$ cat src/rtl/seq_detect_prog_pkg.sv
// Shared defaults and helpers for the programmable serial pattern detector.
// The reset defaults reproduce the legacy fixed "101" overlapping detector.
package seq_det_pkg;

   localparam int unsigned CMP_W          = 32;
   localparam int unsigned LEGACY_PATTERN = 'b101;
   localparam int unsigned LEGACY_LEN     = 3;
   localparam bit          LEGACY_OVERLAP = 1'b1;

   typedef enum logic {
      OVL_RESTART = 1'b0,
      OVL_ALLOW   = 1'b1
   } overlap_e;

   function automatic int unsigned len_w(int unsigned max_len);
      return $clog2(max_len + 1);
   endfunction

   // Equality over the low 'len' bits only; everything above is ignored.
   function automatic logic masked_eq(logic [CMP_W-1:0] a, logic [CMP_W-1:0] b,
                                      int unsigned len);
      logic eq;
      eq = 1'b1;
      for (int unsigned i = 0; i < CMP_W; i++) begin
         if (i < len && a[i] != b[i]) eq = 1'b0;
      end
      return eq;
   endfunction

endpackage

$ cat src/rtl/seq_detect_prog_if.sv
// Configuration, serial-input and match-reporting signals of seq_detect_prog.
interface seq_detect_prog_if #(
   parameter int unsigned MAX_LEN = 8,
   parameter int unsigned CNT_W   = 16
);
   import seq_det_pkg::*;

   localparam int unsigned LEN_W = len_w(MAX_LEN);

   logic               cfg_we;
   logic [MAX_LEN-1:0] cfg_pattern;
   logic [LEN_W-1:0]   cfg_len;
   logic               cfg_overlap;
   logic               cfg_err;
   logic               in_valid;
   logic               in_bit;
   logic               match;
   logic [CNT_W-1:0]   match_cnt;
   logic               cnt_clr;

   modport master (
      output cfg_we, cfg_pattern, cfg_len, cfg_overlap, in_valid, in_bit, cnt_clr,
      input  cfg_err, match, match_cnt
   );

   modport slave (
      input  cfg_we, cfg_pattern, cfg_len, cfg_overlap, in_valid, in_bit, cnt_clr,
      output cfg_err, match, match_cnt
   );

endinterface

$ cat src/rtl/seq_detect_prog_sat_counter.sv
// Saturating up-counter with a synchronous clear that takes priority over increment.
module sat_counter #(
   parameter int unsigned W = 16
) (
   input  logic         clk,
   input  logic         rst_n,
   input  logic         inc_i,
   input  logic         clr_i,
   output logic [W-1:0] cnt_o
);

   logic [W-1:0] cnt_q;

   always_ff @(posedge clk or negedge rst_n) begin
      if (!rst_n) begin
         cnt_q <= '0;
      end else if (clr_i) begin
         cnt_q <= '0;
      end else if (inc_i && cnt_q != '1) begin
         cnt_q <= cnt_q + 1'b1;
      end
   end

   assign cnt_o = cnt_q;

endmodule

$ cat src/rtl/seq_detect_prog.sv
// Runtime-programmable Moore serial pattern detector with registered match pulse
// and saturating match counter.
module seq_detect_prog
   import seq_det_pkg::*;
#(
   parameter int unsigned        MAX_LEN     = 8,
   parameter int unsigned        CNT_W       = 16,
   parameter logic [MAX_LEN-1:0] DEF_PATTERN = MAX_LEN'(LEGACY_PATTERN),
   parameter int unsigned        DEF_LEN     = LEGACY_LEN,
   parameter bit                 DEF_OVERLAP = LEGACY_OVERLAP
) (
   input  logic          clk,
   input  logic          rst_n,
   seq_detect_prog_if.slave bus
);

   localparam int unsigned LEN_W = len_w(MAX_LEN);

   logic [MAX_LEN-1:0] pat_q;
   logic [LEN_W-1:0]   len_q;
   overlap_e           ovl_q;
   // The oldest bit of a full window is never compared again, so only MAX_LEN-1 bits persist.
   logic [MAX_LEN-2:0] hist_q;
   logic [MAX_LEN-1:0] hist_d;
   logic [LEN_W-1:0]   fill_q;
   logic [LEN_W-1:0]   fill_inc;
   logic               match_q;
   logic               err_q;
   logic               accept;
   logic               hit;
   logic               cfg_ok;
   logic [CNT_W-1:0]   cnt;

   always_comb begin
      accept   = bus.in_valid & ~bus.cfg_we;
      hist_d   = {hist_q, bus.in_bit};
      fill_inc = (fill_q == LEN_W'(MAX_LEN)) ? fill_q : fill_q + 1'b1;
      hit      = accept && (fill_inc >= len_q) &&
                 masked_eq(CMP_W'(hist_d), CMP_W'(pat_q), CMP_W'(len_q));
      cfg_ok   = (bus.cfg_len != '0) && (bus.cfg_len <= LEN_W'(MAX_LEN));
   end

   always_ff @(posedge clk or negedge rst_n) begin
      if (!rst_n) begin
         pat_q   <= DEF_PATTERN;
         len_q   <= LEN_W'(DEF_LEN);
         ovl_q   <= overlap_e'(DEF_OVERLAP);
         hist_q  <= '0;
         fill_q  <= '0;
         match_q <= 1'b0;
         err_q   <= 1'b0;
      end else begin
         match_q <= hit;
         err_q   <= bus.cfg_we & ~cfg_ok;
         if (bus.cfg_we) begin
            if (cfg_ok) begin
               pat_q  <= bus.cfg_pattern;
               len_q  <= bus.cfg_len;
               ovl_q  <= overlap_e'(bus.cfg_overlap);
               hist_q <= '0;
               fill_q <= '0;
            end
         end else if (bus.in_valid) begin
            hist_q <= hist_d[MAX_LEN-2:0];
            fill_q <= (hit && ovl_q == OVL_RESTART) ? '0 : fill_inc;
         end
      end
   end

   sat_counter #(.W(CNT_W)) u_match_cnt (
      .clk   (clk),
      .rst_n (rst_n),
      .inc_i (hit),
      .clr_i (bus.cnt_clr),
      .cnt_o (cnt)
   );

   assign bus.match     = match_q;
   assign bus.cfg_err   = err_q;
   assign bus.match_cnt = cnt;

endmodule
$ cat src/flat_wrapper.sv
// flat-port wrapper written by rule: the top's interface ports become plain ports
module seq_detect_prog_flat import seq_det_pkg::*;
#(
   parameter int unsigned        MAX_LEN     = 8,
   parameter int unsigned        CNT_W       = 16,
   parameter logic [MAX_LEN-1:0] DEF_PATTERN = MAX_LEN'(LEGACY_PATTERN),
   parameter int unsigned        DEF_LEN     = LEGACY_LEN,
   parameter bit                 DEF_OVERLAP = LEGACY_OVERLAP
)
  (clk, rst_n, bus_cfg_we, bus_cfg_pattern, bus_cfg_len, bus_cfg_overlap, bus_in_valid, bus_in_bit, bus_cnt_clr, bus_cfg_err, bus_match, bus_match_cnt);
  seq_detect_prog_if #(.MAX_LEN(MAX_LEN), .CNT_W(CNT_W)) bus_i ();
  input  logic clk;
  input  logic rst_n;
  input wire logic [$bits(bus_i.cfg_we)-1:0] bus_cfg_we;
  input wire logic [$bits(bus_i.cfg_pattern)-1:0] bus_cfg_pattern;
  input wire logic [$bits(bus_i.cfg_len)-1:0] bus_cfg_len;
  input wire logic [$bits(bus_i.cfg_overlap)-1:0] bus_cfg_overlap;
  input wire logic [$bits(bus_i.in_valid)-1:0] bus_in_valid;
  input wire logic [$bits(bus_i.in_bit)-1:0] bus_in_bit;
  input wire logic [$bits(bus_i.cnt_clr)-1:0] bus_cnt_clr;
  output wire logic [$bits(bus_i.cfg_err)-1:0] bus_cfg_err;
  output wire logic [$bits(bus_i.match)-1:0] bus_match;
  output wire logic [$bits(bus_i.match_cnt)-1:0] bus_match_cnt;
  assign bus_i.cfg_we = bus_cfg_we;
  assign bus_i.cfg_pattern = bus_cfg_pattern;
  assign bus_i.cfg_len = bus_cfg_len;
  assign bus_i.cfg_overlap = bus_cfg_overlap;
  assign bus_i.in_valid = bus_in_valid;
  assign bus_i.in_bit = bus_in_bit;
  assign bus_i.cnt_clr = bus_cnt_clr;
  assign bus_cfg_err = bus_i.cfg_err;
  assign bus_match = bus_i.match;
  assign bus_match_cnt = bus_i.match_cnt;
  seq_detect_prog #(.MAX_LEN(MAX_LEN), .CNT_W(CNT_W), .DEF_PATTERN(DEF_PATTERN), .DEF_LEN(DEF_LEN), .DEF_OVERLAP(DEF_OVERLAP)) u_core (.clk(clk), .rst_n(rst_n), .bus(bus_i));
endmodule
$ cat config.mk
export PLATFORM = sky130hd
export DESIGN_NAME = seq_detect_prog_flat
export DESIGN_NICKNAME = d
export VERILOG_FILES = /design/src/rtl/seq_detect_prog_pkg.sv /design/src/rtl/seq_detect_prog_if.sv /design/src/rtl/seq_detect_prog_sat_counter.sv /design/src/rtl/seq_detect_prog.sv /design/src/flat_wrapper.sv
export SDC_FILE = /design/constraint.sdc
export NUM_CORES = 1
export LEC_CHECK = 0
export ABC_CLOCK_PERIOD_IN_PS = 4300
export BUFFER_PORTS_ARGS = -buffer_cell sky130_fd_sc_hd__clkbuf_2
export CORE_AREA = 2 2 76 78
export CTS_BUF_LIST = sky130_fd_sc_hd__clkbuf_16
export DETAILED_ROUTE_END_ITERATION = 8
export DIE_AREA = 0 0 78 80
export SYNTH_ARGS = -nofsm -noshare
export SYNTH_HDL_FRONTEND = slang
export SYNTH_HIERARCHICAL = 1
export SYNTH_SLANG_ARGS = --single-unit
$ cat constraint.sdc
create_clock -name clk -period 4.3 [get_ports clk]
set_input_delay 0.86 -clock clk [delete_from_list [all_inputs] [get_ports clk]]
set_output_delay 0.86 -clock clk [all_outputs]
set_load 0.02 [all_outputs]
==> results of run 1 <==
[final cells by class]
type,count,area (um^2),area share
Clock buffer,5,125,0.0462
Clock inverter,3,11.3,0.00416
Inverter,11,41.3,0.0152
Multi-Input combinational cell,171,1190,0.439
Sequential cell,42,1060,0.390
Tap cell,72,90.1,0.0333
Timing Repair Buffer,38,195,0.0721
[stage by stage]
step | utilization | hold WS (ns) | power [W] | setup WS, ns | instances
finish | 0.501 | 0.530 | 0.00101 | 0.719 | 342
global route | 0.501 | 0.559 | 0.00107 | 0.476 | 342
CTS | 0.501 | 0.529 | 0.00103 | 0.750 | 342
detailed placement | 0.476 | 0.513 | 0.000665 | 0.695 | 334
global placement | 0.476 | 0.515 | 0.000662 | 0.771 | 334
floorplan | - | 0.491 | 0.000611 | 1.22 | 234
[power breakdown]
group | leakage [nW] | total [W] | internal [W] | switching [W]
combinational | 0.552 | 0.000194 | 0.0000879 | 0.000107
sequential | 0.548 | 0.000464 | 0.000434 | 0.0000298
clock | 0.0738 | 0.000355 | 0.000209 | 0.000146
[Yosys cell counts (3+ instances only)]
cell	count
a21oi_1	15
dfrtp_1	37
dfstp_2	5
nor4_1	4
o31ai_1	8
mux2_1	4
nand3_1	4
clkbuf_1	6
o21ai_0	13
or4_1	5
nor2b_1	6
mux2_2	9
ha_1	7
and3_1	4
o21ai_1	3
inv_1	11
nand2_1	30
nand4_1	6
xnor2_1	10
a31oi_1	4
nor2_1	4
[worst max-delay path, stage by stage, from the launching register on]
cell and delay (ns):
dfrtp_1 0.42, inv_1 0.07, ha_1 0.15, nand3b_1 0.09
xnor2_1 0.20, ha_1 0.26, nand2b_1 0.14, a2111oi_0 0.75
a211oi_1 0.12, and3_1 0.28, inv_1 0.45, nor4_1 0.15
mux2_1 0.36
[kinds of logic after synthesis]
group | after synthesis | synth area share
compound gates | 61 | 0.171
xor+xnor | 11 | 0.0410
flops | 42 | 0.450
fa+ha+maj | 7 | 0.0373
mux | 14 | 0.0666
simple gates | 78 | 0.190
buf+inv | 21 | 0.0447
[cells in the final DEF (no fill, tap or decap), drive strengths merged, types with 5 or more instances in the layout]
cell type  synthesis  routed
a21oi             15      15
clkbuf             6      41
dfrtp             37      37
dfstp              5       5
ha                 7       7
inv               11      13
mux2              13      13
nand2             30      30
nand4              7       7
nor2b              6       6
nor4               5       5
o21ai             16      16
o31ai              8       8
or4                8       8
xnor2             10      10
[worst min path at each step]
stage,endpoint,cells past startpoint
2_1_floorplan,u_core/hist_q[1],2
3_3_place_gp,u_core/hist_q[5],2
3_5_place_dp,u_core/hist_q[5],2
4_1_cts,u_core/hist_q[5],2
5_1_grt,u_core/pat_q[1],1
6_report,u_core/pat_q[4],1
[layer usage]
layer / global-route usage / wire, um / part of all wire / vias up
li1: - / - / - / 939
met1: 0.244 / 2420 / 0.49 / 934
met2: 0.267 / 2310 / 0.46 / 32
met3: 0.0419 / 176 / 0.035 / 7
met4: 0.0632 / 71 / 0.014 / 0
met5: 0 / 0 / 0 / -
[sequential cells by signal, summed over array words and instances (netlist names)]
register and cells:
u_core/fill_q 4, u_core/ovl_q 1, u_core/pat_q 8, u_core/len_q 4, u_core/bus.cfg_err 1, u_core/hist_q 7
u_core/u_match_cnt/cnt_o 16, u_core/bus.match 1
==> impl_metrics.yaml, run 1 <==
sta:
  tightest_slew_ns: 0.890
  finalHoldViolCount: 0
  finalMaxSlewViolations: 0
  finalSetupTns_ns: 0
  skew_ns: 0.00459
  max_freq_ghz: 0.279
  relSlewSlack: 0.402
  rsz0062_at_grt: "no"
  finalCritPeriodShare: 0.833
  period_needed_ns: 3.58
  setup_viol: 0
clock_tree:
  cts_resized: 0
  h-tree-depth: 2
  clkTransAtPathRegs_ns: 0.06
  cts_sinks: 42
  root_buffer: "clkbuf_16"
  clock_latency_ns: 0.28
  cts_buffers: 5
  cts_hold_buf: 0
  cts_setup_buffers: 0
  clock_path_buffers: 2
  cts_tree: "yes"
setup_path:
  reg2reg_from: "u_core/fill_q[0]"
  worstSetupPathType: "flip-flop to flip-flop"
  cp.required_ns: 4.46
  r2r.worst_path.cells: 12
  r2r_end: "u_core/u_match_cnt/cnt_o[13]"
  crit_fanout: 22
  crit_start: "u_core/fill_q[0]"
  cp-endpoint: "u_core/u_match_cnt/cnt_o[13]"
  critPathArrivalTime_ns: 3.74
  regToRegSetupSlack_ns: 0.72
  critPathLaunchType: "flip-flop"
  cp-end-kind: "flip-flop"
global_route:
  grt_pass1_wl_um: 8580
  antenna_found_initial: 0
  grt_pass1_vias: 1808
  grt_max_degree: 43
  grt-ovfl-total: 0
  track_usage: 0.175
place:
  routabilityCongestion: 0.826
  io_buffers: 36
  place_area_um2: 2570
  dp_hpwl_um: 3500
floorplan:
  die_y_um: 80
  fp.coreArea_um2: 5410
  num_rows: 27
  start_util: 0.435
  ioPinCount: 37
  die_x_um: 78
  die_area_um2: 6240
synth:
  async_reset_ff_frac: 1.00
  synth.top_cell.area_share: 0.394
  yosysSeqAreaShare: 0.450
  synth_edf_count: 0
  netlist_instances: 234
  syn_avg_cell_area_um2: 10.0
  syn_area_um2: 2350
  yosys.area.top_type: "dfrtp_1"
  synth-main-ff-cell: "dfrtp_1"
  synth_area_leaders: "dfrtp_1 39%, dfstp_2 5.6%, nand2_1 4.8%"
  yosysWarningCount: 6
  synthDistinctLibCells: 51
  synth_seq_cells: 42
  syn_nets: 260
worst_hold_path:
  hold_start: "u_core/pat_q[4]"
  hp-class: "flip-flop to flip-flop"
cells_and_area:
  finalInstanceArea_um2: 2710
  fill_cells: 537
  fin_nets: 295
  antenna_cells: 0
  drive_above_1_share: 0.256
  syn_to_final_growth_pct: 15.2
power:
  p_leak_nw: 1.17
  power_density_nw_per_um2: 374
  vdd.ir_drop.worst_uv: 209
routing:
  drcViolationCount: 0
  routed_wl_um: 4980
  num_vias: 1912
  routedWlPerCell_um: 14.6
  via_per_inst: 5.59
  drt_iter0_markers: 73
  ant_nets: 0
  firstDrtPassIters: 4
run_status:
  outcome: "finished, final reports clean"
run:
  drv_cap: 0
No activity file was read; power rests on OpenSTA's default activity.
==> run 2: changes to the inputs <==
--- a/config.mk
+++ b/config.mk
@@ -5,7 +5,7 @@
 export SDC_FILE = /design/constraint.sdc
 export NUM_CORES = 1
 export LEC_CHECK = 0
-export ABC_CLOCK_PERIOD_IN_PS = 4300
+export ABC_CLOCK_PERIOD_IN_PS = 3600
 export BUFFER_PORTS_ARGS = -buffer_cell sky130_fd_sc_hd__clkbuf_2
 export CORE_AREA = 2 2 76 78
 export CTS_BUF_LIST = sky130_fd_sc_hd__clkbuf_16
==> constraint.sdc (replaced) <==
create_clock -name clk -period 3.6 [get_ports clk]
set_input_delay 0.72 -clock clk [delete_from_list [all_inputs] [get_ports clk]]
set_output_delay 0.72 -clock clk [all_outputs]
set_load 0.02 [all_outputs]
==> run 2 against run 1 <==
Effect of this change:
- non-clock buffer count grew 1
- die area is the same
- register-to-register slack lost 0.47 ns
- critical path depth grew 1
- sequential cell count is the same
- first-iteration DRC count grew 53%
- combinational power grew 30%
- sequential power grew 19%
- final cell count grew 0.29%
- sequential share of layout area shrank 0.55 points
- worst setup slack lost 0.47 ns
- clock-buffer cell count is the same
- critical path type unchanged
- critical endpoint is now u_core/u_match_cnt/cnt_o[10]
- largest power group unchanged
==> impl_metrics.yaml, run 2 (synthesis gave the netlist of run 1 again) <==
setup_path:
  regToRegSetupSlack_ns: 0.25
  cp.required_ns: 3.81
  path_cells: "inv_1 -> ha_1 -> a21bo_2 -> mux2i_1 -> ha_1 -> o21a_1 -> o22ai_1 -> a211oi_1 -> and3_1 -> clkinvlp_4 -> buf_4 -> or4_1 -> a21oi_1"
  critPathLaunchType: "flip-flop"
  worst-path-buf-inv: 3
  crit_fanout: 14
  cp-end-kind: "flip-flop"
  crit_start: "u_core/fill_q[0]"
  cp_slowest_cell: "or4_1"
  worstSetupPathType: "flip-flop to flip-flop"
  path_delay_family: "simple AND/OR/NAND/NOR gates"
  slowest_delay_ns: 0.50
  cp-endpoint: "u_core/u_match_cnt/cnt_o[10]"
  cp_common_cell: "ha_1"
  crit_cells: 13
  r2r.worst_path.cells: 13
  reg2reg_from: "u_core/fill_q[0]"
  r2r_end: "u_core/u_match_cnt/cnt_o[10]"
  critPathArrivalTime_ns: 3.56
sta:
  relSlewSlack: 0.295
  skew_ns: 0.00529
  finalHoldViolCount: 0
  period_needed_ns: 3.35
  finalCritPeriodShare: 0.932
  max_freq_ghz: 0.298
  whs_ns: 0.524
  finalMaxSlewViolations: 0
  tightest_slew_ns: 1.06
  setup_viol: 0
  finalSetupTns_ns: 0
place:
  io_buffers: 36
  dp_hpwl_um: 3560
  routabilityCongestion: 0.836
floorplan:
  num_rows: 27
  die_x_um: 78
  ioPinCount: 37
  die_area_um2: 6240
  die_y_um: 80
  start_util: 0.435
  fp.coreArea_um2: 5410
clock_tree:
  clock_path_buffers: 2
  root_buffer: "clkbuf_16"
  h-tree-depth: 2
  cts_tree: "yes"
  clock_latency_ns: 0.28
  cts_sinks: 42
  cts_hold_buf: 0
  cts_buffers: 5
  clkTransAtPathRegs_ns: 0.06
power:
  p_leak_nw: 1.19
  vdd.ir_drop.worst_uv: 200
  power_density_nw_per_um2: 475
global_route:
  use_met3: 0.0407
  grt.busiest_layer: "met2"
  use_met1: 0.242
  antenna_found_initial: 0
  grt_pass1_wl_um: 8890
  use_met2: 0.291
  grt_max_degree: 43
  grt_pass1_vias: 1847
  grt-ovfl-total: 0
  track_usage: 0.181
routing:
  ant_nets: 0
  drt_iter0_markers: 112
  routed_wl_um: 5180
  drcViolationCount: 0
  firstDrtPassIters: 4
  routedWlPerCell_um: 15.1
  num_vias: 1917
  via_per_inst: 5.59
cells_and_area:
  drive_above_1_share: 0.266
  fin_nets: 296
  largest_register_ffs: 16
  syn_to_final_growth_pct: 16.9
  mostFrequentLayoutCells: "37 x dfrtp_1, 36 x clkbuf_2, 30 x nand2_1"
  antenna_cells: 0
  mostFrequentLayoutCell: "dfrtp_1"
  fill_cells: 542
worst_hold_path:
  hold_start: "u_core/hist_q[4]"
  hp-class: "flip-flop to flip-flop"
run:
  drv_cap: 0
run_status:
  outcome: "finished, final reports clean"
[run 2: layout make-up]
cell class,instances,area (um^2),area share
multi-input combinational,171,1190,0.433
sequential,42,1060,0.385
timing repair buffer,39,203,0.0738
clock buffer,5,125,0.0456
tap,72,90.1,0.0328
inverter,11,45.0,0.0164
clock inverter,3,37.5,0.0137
[run 2: worst min path at each step]
stage,endpoint,cells past startpoint
after floorplan,u_core/bus.cfg_err,0
after global placement,u_core/hist_q[4],2
after detailed placement,u_core/hist_q[4],2
after CTS,u_core/hist_q[4],2
after global routing,u_core/pat_q[3],1
final,u_core/hist_q[5],2
[run 2: timing repair]
| item | 4_1_cts | 5_1_grt |
|---|---|---|
| gates resized for setup | 0 | 2 |
| setup endpoints to repair | 0 | 8 |
| buffers inserted | 0 | 0 |
| hold endpoints to repair | 0 | 0 |
[run 2: power breakdown]
group	switching [W]	internal (W)	total (W)
registers	0.0000362	0.000518	0.000554
clock network	0.000177	0.000322	0.000499
logic	0.000138	0.000114	0.000252
total	0.000352	0.000954	0.00131
[run 2: worst min-delay path, delay by kind of cell (launching register included)]
family / cells / cell delay [ns]
flops: 1 / 0.37
compound gates: 1 / 0.06
simple gates: 1 / 0.06
[run 2: metal layers]
metal | up-vias | routed length, um
li1 | 937 | -
met1 | 917 | 2350
met2 | 55 | 2450
met3 | 8 | 329
met4 | 0 | 53
met5 | - | 0
[run 2: stage by stage]
stage               std cells  area [um^2]  utilization  setup slack (ns)  total power [W]
finish                    343         2750        0.508             0.246          0.00131
detailed placement        335         2580        0.477             0.274         0.000804
global placement          335         2580        0.477             0.402         0.000797
floorplan                 234         2350            -             0.522         0.000730
CTS                       343         2740        0.507             0.258          0.00131
global route              343         2750        0.508           -0.0157          0.00138
==> run 3: changes to the inputs <==
--- a/config.mk
+++ b/config.mk
@@ -7,10 +7,12 @@
 export LEC_CHECK = 0
 export ABC_CLOCK_PERIOD_IN_PS = 3600
 export BUFFER_PORTS_ARGS = -buffer_cell sky130_fd_sc_hd__clkbuf_2
-export CORE_AREA = 2 2 76 78
+export CORE_AREA = 2 2 56 85
 export CTS_BUF_LIST = sky130_fd_sc_hd__clkbuf_16
+export CTS_CLUSTER_DIAMETER = 80
 export DETAILED_ROUTE_END_ITERATION = 8
-export DIE_AREA = 0 0 78 80
+export DIE_AREA = 0 0 58 87
+export PLACE_DENSITY = 0.77
 export SYNTH_ARGS = -nofsm -noshare
 export SYNTH_HDL_FRONTEND = slang
 export SYNTH_HIERARCHICAL = 1
==> run 3 against run 2 <==
Effect of this change:
- wire length down 3.4%
- combinational power about the same
- power shrank 6.5%
==> impl_metrics.yaml, run 3 (synthesis gave the netlist of run 1 again) <==
floorplan:
  fp.coreArea_um2: 4350
  die_y_um: 87
  die_area_um2: 5050
  ioPinCount: 37
  num_rows: 30
  die_x_um: 58
  start_util: 0.540
sta:
  finalMaxSlewViolations: 0
  period_needed_ns: 3.42
  finalCritPeriodShare: 0.949
  rsz0062_at_grt: "no"
  tightest_slew_ns: 1.03
  relSlewSlack: 0.311
  finalSetupTns_ns: 0
  max_freq_ghz: 0.293
  setup_slack_ns: 0.184
  skew_ns: 0.00393
  finalHoldViolCount: 0
  setup_viol: 0
setup_path:
  path_cells: "inv_1 -> ha_1 -> nand3b_1 -> xnor2_1 -> ha_1 -> nand2b_1 -> a2111oi_1 -> a211oi_1 -> and3_1 -> inv_1 -> nor4_1 -> mux2_1"
  critPathArrivalTime_ns: 3.58
  cp_slowest_cell: "a2111oi_1"
  worstSetupPathType: "flip-flop to flip-flop"
  slowest_delay_ns: 0.68
  critPathLaunchType: "flip-flop"
  crit_fanout: 15
  crit_start: "u_core/fill_q[0]"
  cp.required_ns: 3.76
  reg2reg_from: "u_core/fill_q[0]"
  cp-end-kind: "flip-flop"
clock_tree:
  cts_sinks: 42
  cts_tree: "yes"
  clock_latency_ns: 0.28
  cts_buffers: 5
  h-tree-depth: 2
  clkTransAtPathRegs_ns: 0.05
  clock_path_buffers: 2
  root_buffer: "clkbuf_16"
power:
  power_switching_w: 0.000342
  combPwrFrac: 0.207
  p_int_w: 0.000879
  p_leak_nw: 1.18
  power_density_nw_per_um2: 454
  seqPwrFrac: 0.454
  vdd.ir_drop.worst_uv: 345
  p_clk_frac: 0.339
  switching_share: 0.280
routing:
  drt_iter0_markers: 108
  met3_length_um: 181
  met1_length_um: 1900
  drcViolationCount: 0
  wl_met2_um: 2740
  firstDrtPassIters: 4
  routed_wl_um: 5000
  routed.top_layer: "met4"
  routedWlPerCell_um: 15.7
  via_per_inst: 5.97
  ant_nets: 0
  num_vias: 1905
run_status:
  outcome: "finished, final reports clean"
cells_and_area:
  antenna_cells: 0
  syn_to_final_growth_pct: 14.3
  mostFrequentLayoutCell: "dfrtp_1"
  mostFrequentLayoutCells: "37 x dfrtp_1, 36 x clkbuf_2, 30 x nand2_1"
  fin_nets: 296
  largest_register_ffs: 16
  drive_above_1_share: 0.258
global_route:
  grt_pass1_vias: 1881
  grt-ovfl-total: 0
  antenna_found_initial: 0
  track_usage: 0.215
  grt_pass1_wl_um: 8210
  grt_max_degree: 43
place:
  dpl_worst_slack_ns: 0.177
  io_buffers: 36
  routabilityCongestion: 0.872
  dp_hpwl_um: 3580
run:
  drv_cap: 0
worst_hold_path:
  hold_start: "u_core/pat_q[3]"
  hp-class: "flip-flop to flip-flop"
[run 3: final timing paths]
kind                                                      to  slack [ns]  depth (start not counted)
worst max register to register  u_core/u_match_cnt/cnt_o[13]        0.18                         12
worst min register to register               u_core/pat_q[3]        0.53                          1
max in group asynchronous                   u_core/hist_q[5]        2.35                          1
min in group asynchronous        u_core/u_match_cnt/cnt_o[0]        0.61                          1
worst max-delay path            u_core/u_match_cnt/cnt_o[13]        0.18                         12
worst min-delay path                         u_core/pat_q[3]        0.53                          1
[run 3: metrics by stage]
step | cell area [um^2] | utilization | cells | power (W) | hold slack, ns
2_1_floorplan | 2350 | - | 234 | 0.000730 | 0.424
6_report | 2690 | 0.617 | 319 | 0.00122 | 0.531
5_1_grt | 2690 | 0.617 | 319 | 0.00128 | 0.552
4_1_cts | 2690 | 0.617 | 319 | 0.00123 | 0.532
3_5_place_dp | 2550 | 0.585 | 311 | 0.000807 | 0.520
3_3_place_gp | 2550 | 0.585 | 311 | 0.000795 | 0.510
[run 3: critical path, delay by kind of cell, from the launching register on]
kind / cells / cell delay (ns)
mux: 1 / 0.34
fa+ha+maj: 2 / 0.44
compound gates: 2 / 0.82
xor+xnor: 1 / 0.23
simple gates: 4 / 0.64
flops: 1 / 0.43
buf+inv: 2 / 0.40
[run 3: routing by layer]
metal,up-vias,track usage
met4,0,0.131
met3,14,0.0475
met1,916,0.217
met2,42,0.392
met5,-,0
li1,933,-
[run 3: area by class of cell]
class / count / area, um^2
timing repair buffer: 39 / 203
fill: 369 / 1670
inverter: 11 / 41.3
clock buffer: 5 / 125
tap: 48 / 60.1
sequential: 42 / 1060
multi-input combinational: 171 / 1190
clock inverter: 3 / 11.3
[run 3: power groups by stage]
stage	registers [W]	clock network, W	logic [W]
after floorplan	0.000555	0	0.000175
after global placement	0.000561	0	0.000234
after detailed placement	0.000562	0	0.000244
after CTS	0.000554	0.000424	0.000248
after global routing	0.000559	0.000439	0.000278
final	0.000554	0.000413	0.000253
[run 3: repair_timing]
action / CTS / global route
setup endpoints to repair: 0 / 7
hold buffers: 0 / 0
buffers inserted: 0 / 0
gates resized for setup: 0 / 1
